**config.mk**
```make
export PLATFORM = sky130hd
export DESIGN_NAME = perceptron_trainer_flat
export DESIGN_NICKNAME = d
export VERILOG_FILES = /design/src/rtl/perceptron_trainer_pkg.sv /design/src/rtl/perceptron_trainer_if.sv /design/src/rtl/perceptron_trainer_sat_addsub.sv /design/src/rtl/perceptron_trainer.sv /design/src/flat_wrapper.sv
export SDC_FILE = /design/constraint.sdc
export NUM_CORES = 1
export LEC_CHECK = 0
export ABC_CLOCK_PERIOD_IN_PS = 3300
export CORE_MARGIN = 5
export CORE_UTILIZATION = 50
export CTS_BUF_LIST = sky130_fd_sc_hd__clkbuf_4
export DETAILED_ROUTE_END_ITERATION = 12
export PLACE_DENSITY = 0.73
export SETUP_SLACK_MARGIN = 0.5
export SLEW_MARGIN = 20
export SYNTH_ARGS = -nofsm -noshare
export SYNTH_HDL_FRONTEND = slang
export SYNTH_SLANG_ARGS = --single-unit
```
**constraint.sdc**
```tcl
create_clock -name clk -period 3.3 [get_ports clk]
set_input_delay 0.33 -clock clk [delete_from_list [all_inputs] [get_ports clk]]
set_output_delay 0.33 -clock clk [all_outputs]
set_load 0.01 [all_outputs]
```
**src/rtl/perceptron_trainer_pkg.sv**
```systemverilog
// perceptron_trainer_pkg: shared defaults and FSM encoding for the perceptron weight store
package perceptron_trainer_pkg;
  localparam int N_INPUTS_DEF = 7;
  localparam int W_WIDTH_DEF = 8;
  localparam logic [7:0] LR_DEF = 8'h10;
  localparam logic [7:0] WEIGHT_INIT_DEF = 8'h80;
  typedef enum logic [1:0] {
    IDLE   = 2'd0,
    UPDATE = 2'd1,
    BIAS   = 2'd2,
    DONE   = 2'd3
  } state_t;
endpackage

```
**src/rtl/perceptron_trainer_if.sv**
```systemverilog
// perceptron_trainer_if: training-sample handshake into the perceptron trainer
interface perceptron_trainer_if #(parameter int N_INPUTS = 7);
  logic valid;
  logic ready;
  logic [N_INPUTS-1:0] sample;
  logic label;
  logic pred;
  modport master (output valid, sample, label, pred, input ready);
  modport slave (input valid, sample, label, pred, output ready);
endinterface

```
**src/rtl/perceptron_trainer_sat_addsub.sv**
```systemverilog
// perceptron_trainer_sat_addsub: unsigned add/subtract clamped to [0, all-ones]
module perceptron_trainer_sat_addsub #(
  parameter int W_WIDTH = 8
) (
  input  logic [W_WIDTH-1:0] a,
  input  logic [W_WIDTH-1:0] b,
  input  logic               sub,
  output logic [W_WIDTH-1:0] y
);
  logic [W_WIDTH:0] r;
  always_comb begin
    r = sub ? {1'b0, a} - {1'b0, b} : {1'b0, a} + {1'b0, b};
    y = r[W_WIDTH] ? (sub ? '0 : '1) : r[W_WIDTH-1:0];
  end
endmodule

```
**src/rtl/perceptron_trainer.sv**
```systemverilog
// perceptron_trainer: serial perceptron learning-rule update of the weight/bias store
module perceptron_trainer
  import perceptron_trainer_pkg::*;
#(
  parameter int                 N_INPUTS    = N_INPUTS_DEF,
  parameter int                 W_WIDTH     = W_WIDTH_DEF,
  parameter logic [W_WIDTH-1:0] LR          = W_WIDTH'(LR_DEF),
  parameter logic [W_WIDTH-1:0] WEIGHT_INIT = W_WIDTH'(WEIGHT_INIT_DEF),
  localparam int                IW          = $clog2(N_INPUTS + 1)
) (
  input  logic                clk,
  input  logic                rst,
  perceptron_trainer_if.slave s,
  output logic                busy,
  output logic                done,
  output logic                changed,
  output logic [15:0]         err_count,
  input  logic [IW-1:0]       rd_idx,
  output logic [W_WIDTH-1:0]  rd_data
);
  state_t state, state_nx;
  logic [W_WIDTH-1:0] w [N_INPUTS+1];
  logic [N_INPUTS-1:0] sample_q;
  logic dir_q, err_q, accept, err_in;
  logic [IW-1:0] idx, sel;
  logic [W_WIDTH-1:0] upd;
  assign s.ready = state == IDLE;
  assign accept = s.valid && s.ready;
  assign err_in = s.label ^ s.pred;
  assign busy = state != IDLE;
  assign done = state == DONE;
  assign changed = done && err_q;
  // bias lives in the last slot so one adder serves weights and bias
  assign sel = state == BIAS ? IW'(N_INPUTS) : idx;
  perceptron_trainer_sat_addsub #(.W_WIDTH(W_WIDTH)) u_sat (
    .a(w[sel]),
    .b(LR),
    .sub(!dir_q),
    .y(upd)
  );
  always_comb begin
    state_nx = state;
    state_nx = state == IDLE ? (accept ? (err_in ? UPDATE : DONE) : IDLE) :
               state == UPDATE ? (idx == IW'(N_INPUTS - 1) ? BIAS : UPDATE) :
               state == BIAS ? DONE : IDLE;
  end
  always_ff @(posedge clk) begin
    if (rst) begin
      state <= IDLE;
      for (int i = 0; i <= N_INPUTS; i++) w[i] <= WEIGHT_INIT;
      sample_q <= '0;
      dir_q <= 1'b0;
      err_q <= 1'b0;
      idx <= '0;
      err_count <= '0;
      rd_data <= '0;
    end else begin
      state <= state_nx;
      idx <= state == UPDATE ? idx + IW'(1) : '0;
      if (accept) begin
        sample_q <= s.sample;
        dir_q <= s.label;
        err_q <= err_in;
        if (err_in && err_count != '1) err_count <= err_count + 16'd1;
      end
      if ((state == UPDATE && sample_q[idx]) || state == BIAS) w[sel] <= upd;
      rd_data <= rd_idx <= IW'(N_INPUTS) ? w[rd_idx] : '0;
    end
  end
endmodule
```
**src/flat_wrapper.sv**
```systemverilog
// flat-port wrapper written by rule: the top's interface ports become plain ports
module perceptron_trainer_flat import perceptron_trainer_pkg::*;
#(
  parameter int                 N_INPUTS    = N_INPUTS_DEF,
  parameter int                 W_WIDTH     = W_WIDTH_DEF,
  parameter logic [W_WIDTH-1:0] LR          = W_WIDTH'(LR_DEF),
  parameter logic [W_WIDTH-1:0] WEIGHT_INIT = W_WIDTH'(WEIGHT_INIT_DEF),
  localparam int                IW          = $clog2(N_INPUTS + 1)
)
  (clk, rst, busy, done, changed, err_count, rd_idx, rd_data, s_valid, s_sample, s_label, s_pred, s_ready);
  perceptron_trainer_if #(.N_INPUTS(N_INPUTS)) s_i ();
  input  logic clk;
  input  logic rst;
  output logic busy;
  output logic done;
  output logic changed;
  output logic [15:0] err_count;
  input  logic [IW-1:0] rd_idx;
  output logic [W_WIDTH-1:0] rd_data;
  input wire logic [$bits(s_i.valid)-1:0] s_valid;
  input wire logic [$bits(s_i.sample)-1:0] s_sample;
  input wire logic [$bits(s_i.label)-1:0] s_label;
  input wire logic [$bits(s_i.pred)-1:0] s_pred;
  output wire logic [$bits(s_i.ready)-1:0] s_ready;
  assign s_i.valid = s_valid;
  assign s_i.sample = s_sample;
  assign s_i.label = s_label;
  assign s_i.pred = s_pred;
  assign s_ready = s_i.ready;
  perceptron_trainer #(.N_INPUTS(N_INPUTS), .W_WIDTH(W_WIDTH), .LR(LR), .WEIGHT_INIT(WEIGHT_INIT)) u_core (.clk(clk), .rst(rst), .s(s_i), .busy(busy), .done(done), .changed(changed), .err_count(err_count), .rd_idx(rd_idx), .rd_data(rd_data));
endmodule
```
==> results.toml <==
[run_status]
outcome = "finished, final reports clean"

[placed_design]
gp_congestion = 0.954
dp_hpwl_mm = 10.2
portBuffers = 42

[timing]
period_share_pct = 94.9
worst_slew_pin_slew_ns = 0.868
setup-violations-final = 0
slew_headroom_pct = 42.0
rsz0062_at_grt = "yes"
fmax_mhz = 319
skew_ns = 0.0289
hold_viol = 0
drv_slew = 0
tns_ns = 0
fin_crit_ns = 3.13

[drt]
antenna_left = 0
firstDrtPassIters = 5
drcViolationCount = 0
routed_wl_mm = 14.6
vias = 4386
drt_iter0_drc = 504
viasPerCell = 6.03
wl_per_cell_um = 20.0

[clock_tree]
ctsHtreeMaxLevel = 3
cts_made_buffers = 9
clk_latency_ns = 0.49
clk_pin_slew_ns = 0.16
root_buffer = "clkbuf_4"
clockBufferDepth = 2
cts_tree = "yes"
cts_sinks = 102

[setup_path]
cp_data_required_time_ns = 3.53
critPathMaxFanout = 8
startpoint = "u_core.w[0][5]"
reg2reg_to = "u_core.w[3][4]"
critPathCapture = "u_core.w[3][4]"
criticalPathCategory = "register to register"
r2r_cells = 12
cp.arrival_ns = 3.36
endpoint_kind = "register"
r2r-start = "u_core.w[0][5]"
reg2reg_slack_ns = 0.17
cp-start-kind = "register"

[floorplan]
coreArea_mm2 = 0.0109
pin_count = 43
die_y_um = 115
dieArea_mm2 = 0.0133
start_util_pct = 51.0
rows = 38
dieWidth_um = 115

[layout]
finish.net_count = 604
layout_commonest_cell = "nor2_1"
layout_common_cells = "nor2_1, edfxtp_1, clkdlybuf4s50_1"
antenna_cells = 0
final_layout_size_suffix_gt1_share_pct = 28.8
synthToLayoutAreaGrowth_pct = 23.3

[grt]
grt_usage_pct = 23.0
overflow = 0
grt_pass1_wl_mm = 23.0
grt_max_degree = 45
grt_pass1_vias = 4284
antenna_found_initial = 0

[synthesis]
synth_top_area_share_pct = 34.6
yosysUniqueCellTypes = 70
synthTopCellsByArea = "edfxtp_1, dfxtp_1, mux4_2, nor2_1, mux2i_1"
yosys_warnings = 0
synth_seq_area_share_pct = 48.3
syn_area_per_cell_um2 = 11.0
synthCells = 504
async_flop_share_pct = 0
yosys_register_bits = 102
synth.cell_area_mm2 = 0.00556
synth_ff_type = "edfxtp_1"
synth_nets = 526
synth.largest_area_cell = "edfxtp_1"
synth_edf_count = 64

[power]
finalPower_w = 0.00274
p_clk_share_pct = 24.5
p_int_w = 0.00194
irDropWorstVdd_v = 0.000251
pwr_density_cell_mw_per_mm2 = 400
p_leak_nw = 2.33
power.switching_w = 0.000800
power_frac_comb_pct = 23.0
pwr-share-seq_pct = 52.4
p_sw_share_pct = 29.2

[min_path]
hp-class = "input pin to register"

[job]
cap_violations = 0
[worst min path at each step]
stage	start	endpoint	slack, ns	depth (start not counted)
2_1_floorplan	u_core.sample_q[3]	u_core.sample_q[3]	0.44	2
3_3_place_gp	u_core.sample_q[5]	u_core.sample_q[5]	0.45	2
3_5_place_dp	u_core.sample_q[5]	u_core.sample_q[5]	0.46	2
4_1_cts	s_sample[6]	u_core.sample_q[6]	0.33	3
5_1_grt	s_sample[6]	u_core.sample_q[6]	0.33	3
6_report	s_sample[6]	u_core.sample_q[6]	0.37	3
[area by class of cell]
cell class | instances | area (um2)
Fill cell | 869 | 4040
Multi-Input combinational cell | 365 | 2880
Sequential cell | 102 | 2690
Timing Repair Buffer | 96 | 930
Tap cell | 140 | 175
Clock buffer | 11 | 82.6
Clock inverter | 5 | 58.8
Inverter | 8 | 30.0
[power by group through the flow]
stage	combinational [W]	clock, W	sequential [W]
5_1_grt	0.000672	0.000740	0.00144
2_1_floorplan	0.000347	0	0.00145
3_5_place_dp	0.000509	0	0.00146
6_report	0.000631	0.000672	0.00144
3_3_place_gp	0.000502	0	0.00146
4_1_cts	0.000588	0.000691	0.00144
[kinds of logic after synthesis]
logic type,after synthesis,synth area share [%]
AND/OR/NAND/NOR,239,23.6
flip-flops,102,48.3
AO/OA/AOI/OAI,65,9.14
multiplexers,39,11.4
buffers and inverters,37,3.51
XOR/XNOR,15,2.36
adder cells (fa/ha/maj),7,1.71
[cell usage after synthesis (3+ instances only)]
| library cell | number |
|---|---|
| ha_1 | 6 |
| nor2_2 | 5 |
| nand3b_1 | 3 |
| edfxtp_1 | 64 |
| and2b_1 | 5 |
| buf_4 | 5 |
| and4_1 | 3 |
| nand2b_1 | 12 |
| inv_1 | 8 |
| clkbuf_1 | 7 |
| nor2_1 | 91 |
| mux2i_1 | 18 |
| xnor2_1 | 13 |
| buf_2 | 12 |
| nand4_2 | 4 |
| buf_6 | 3 |
| a22oi_1 | 6 |
| a221oi_1 | 3 |
| nor3_1 | 12 |
| o21ai_1 | 4 |
| and3_1 | 4 |
| nand4_1 | 12 |
| nor2_4 | 3 |
| nor2b_1 | 6 |
| nor4_2 | 3 |
| o211ai_1 | 3 |
| a21oi_1 | 17 |
| o221ai_1 | 3 |
| dfxtp_1 | 38 |
| nand3_1 | 16 |
| o21ai_0 | 11 |
| nand2_1 | 38 |
| mux4_2 | 19 |
[what timing repair did]
item | CTS | global route
pin swaps | 19 | 21
hold buffers | 0 | 0
endpoints found under the setup margin | 64 | 64
resized for setup | 18 | 36
buffers inserted | 17 | 5
gates cloned | 1 | 0
[worst max-delay path: stages, from the launching register on]
cell,delay [ns]
edfxtp_1,0.44
mux4_2,0.48
o21ai_2,0.14
a221oi_2,0.07
buf_4,0.16
fa_2,0.36
a21o_1,0.23
buf_6,0.13
a21oi_4,0.23
nor2_4,0.11
buf_6,0.14
a31oi_4,0.28
nor2_1,0.09
[registers in the layout, indices dropped and copies added, names as in the netlist]
register and cells:
u_core.dir_q 1, u_core.err_count 16, u_core.err_q 1, u_core.idx 3, u_core.rd_data 8, u_core.sample_q 7, u_core.state 2, u_core.w 64
[per-stage QoR]
stage          hold slack [ns]  setup slack, ns  cells  area (um2)  util (%)
6_report                 0.368            0.170    727        6850      62.9
5_1_grt                  0.334           0.0830    727        6850      62.9
4_1_cts                  0.327            0.251    722        6680      61.3
3_5_place_dp             0.464            0.106    688        6290      57.8
3_3_place_gp             0.455            0.178    688        6290      57.8
2_1_floorplan            0.437            0.397    504        5640         -
[per-layer routing]
metal | share of wire [%] | up-vias | global-route usage [%]
met5 | 0 | - | 0
met4 | 4.8 | 0 | 10.3
met3 | 7.7 | 61 | 5.74
met2 | 45 | 194 | 35.1
met1 | 42 | 2119 | 31.1
li1 | - | 2012 | -
Note: power is estimated with default switching activity, not from simulation.
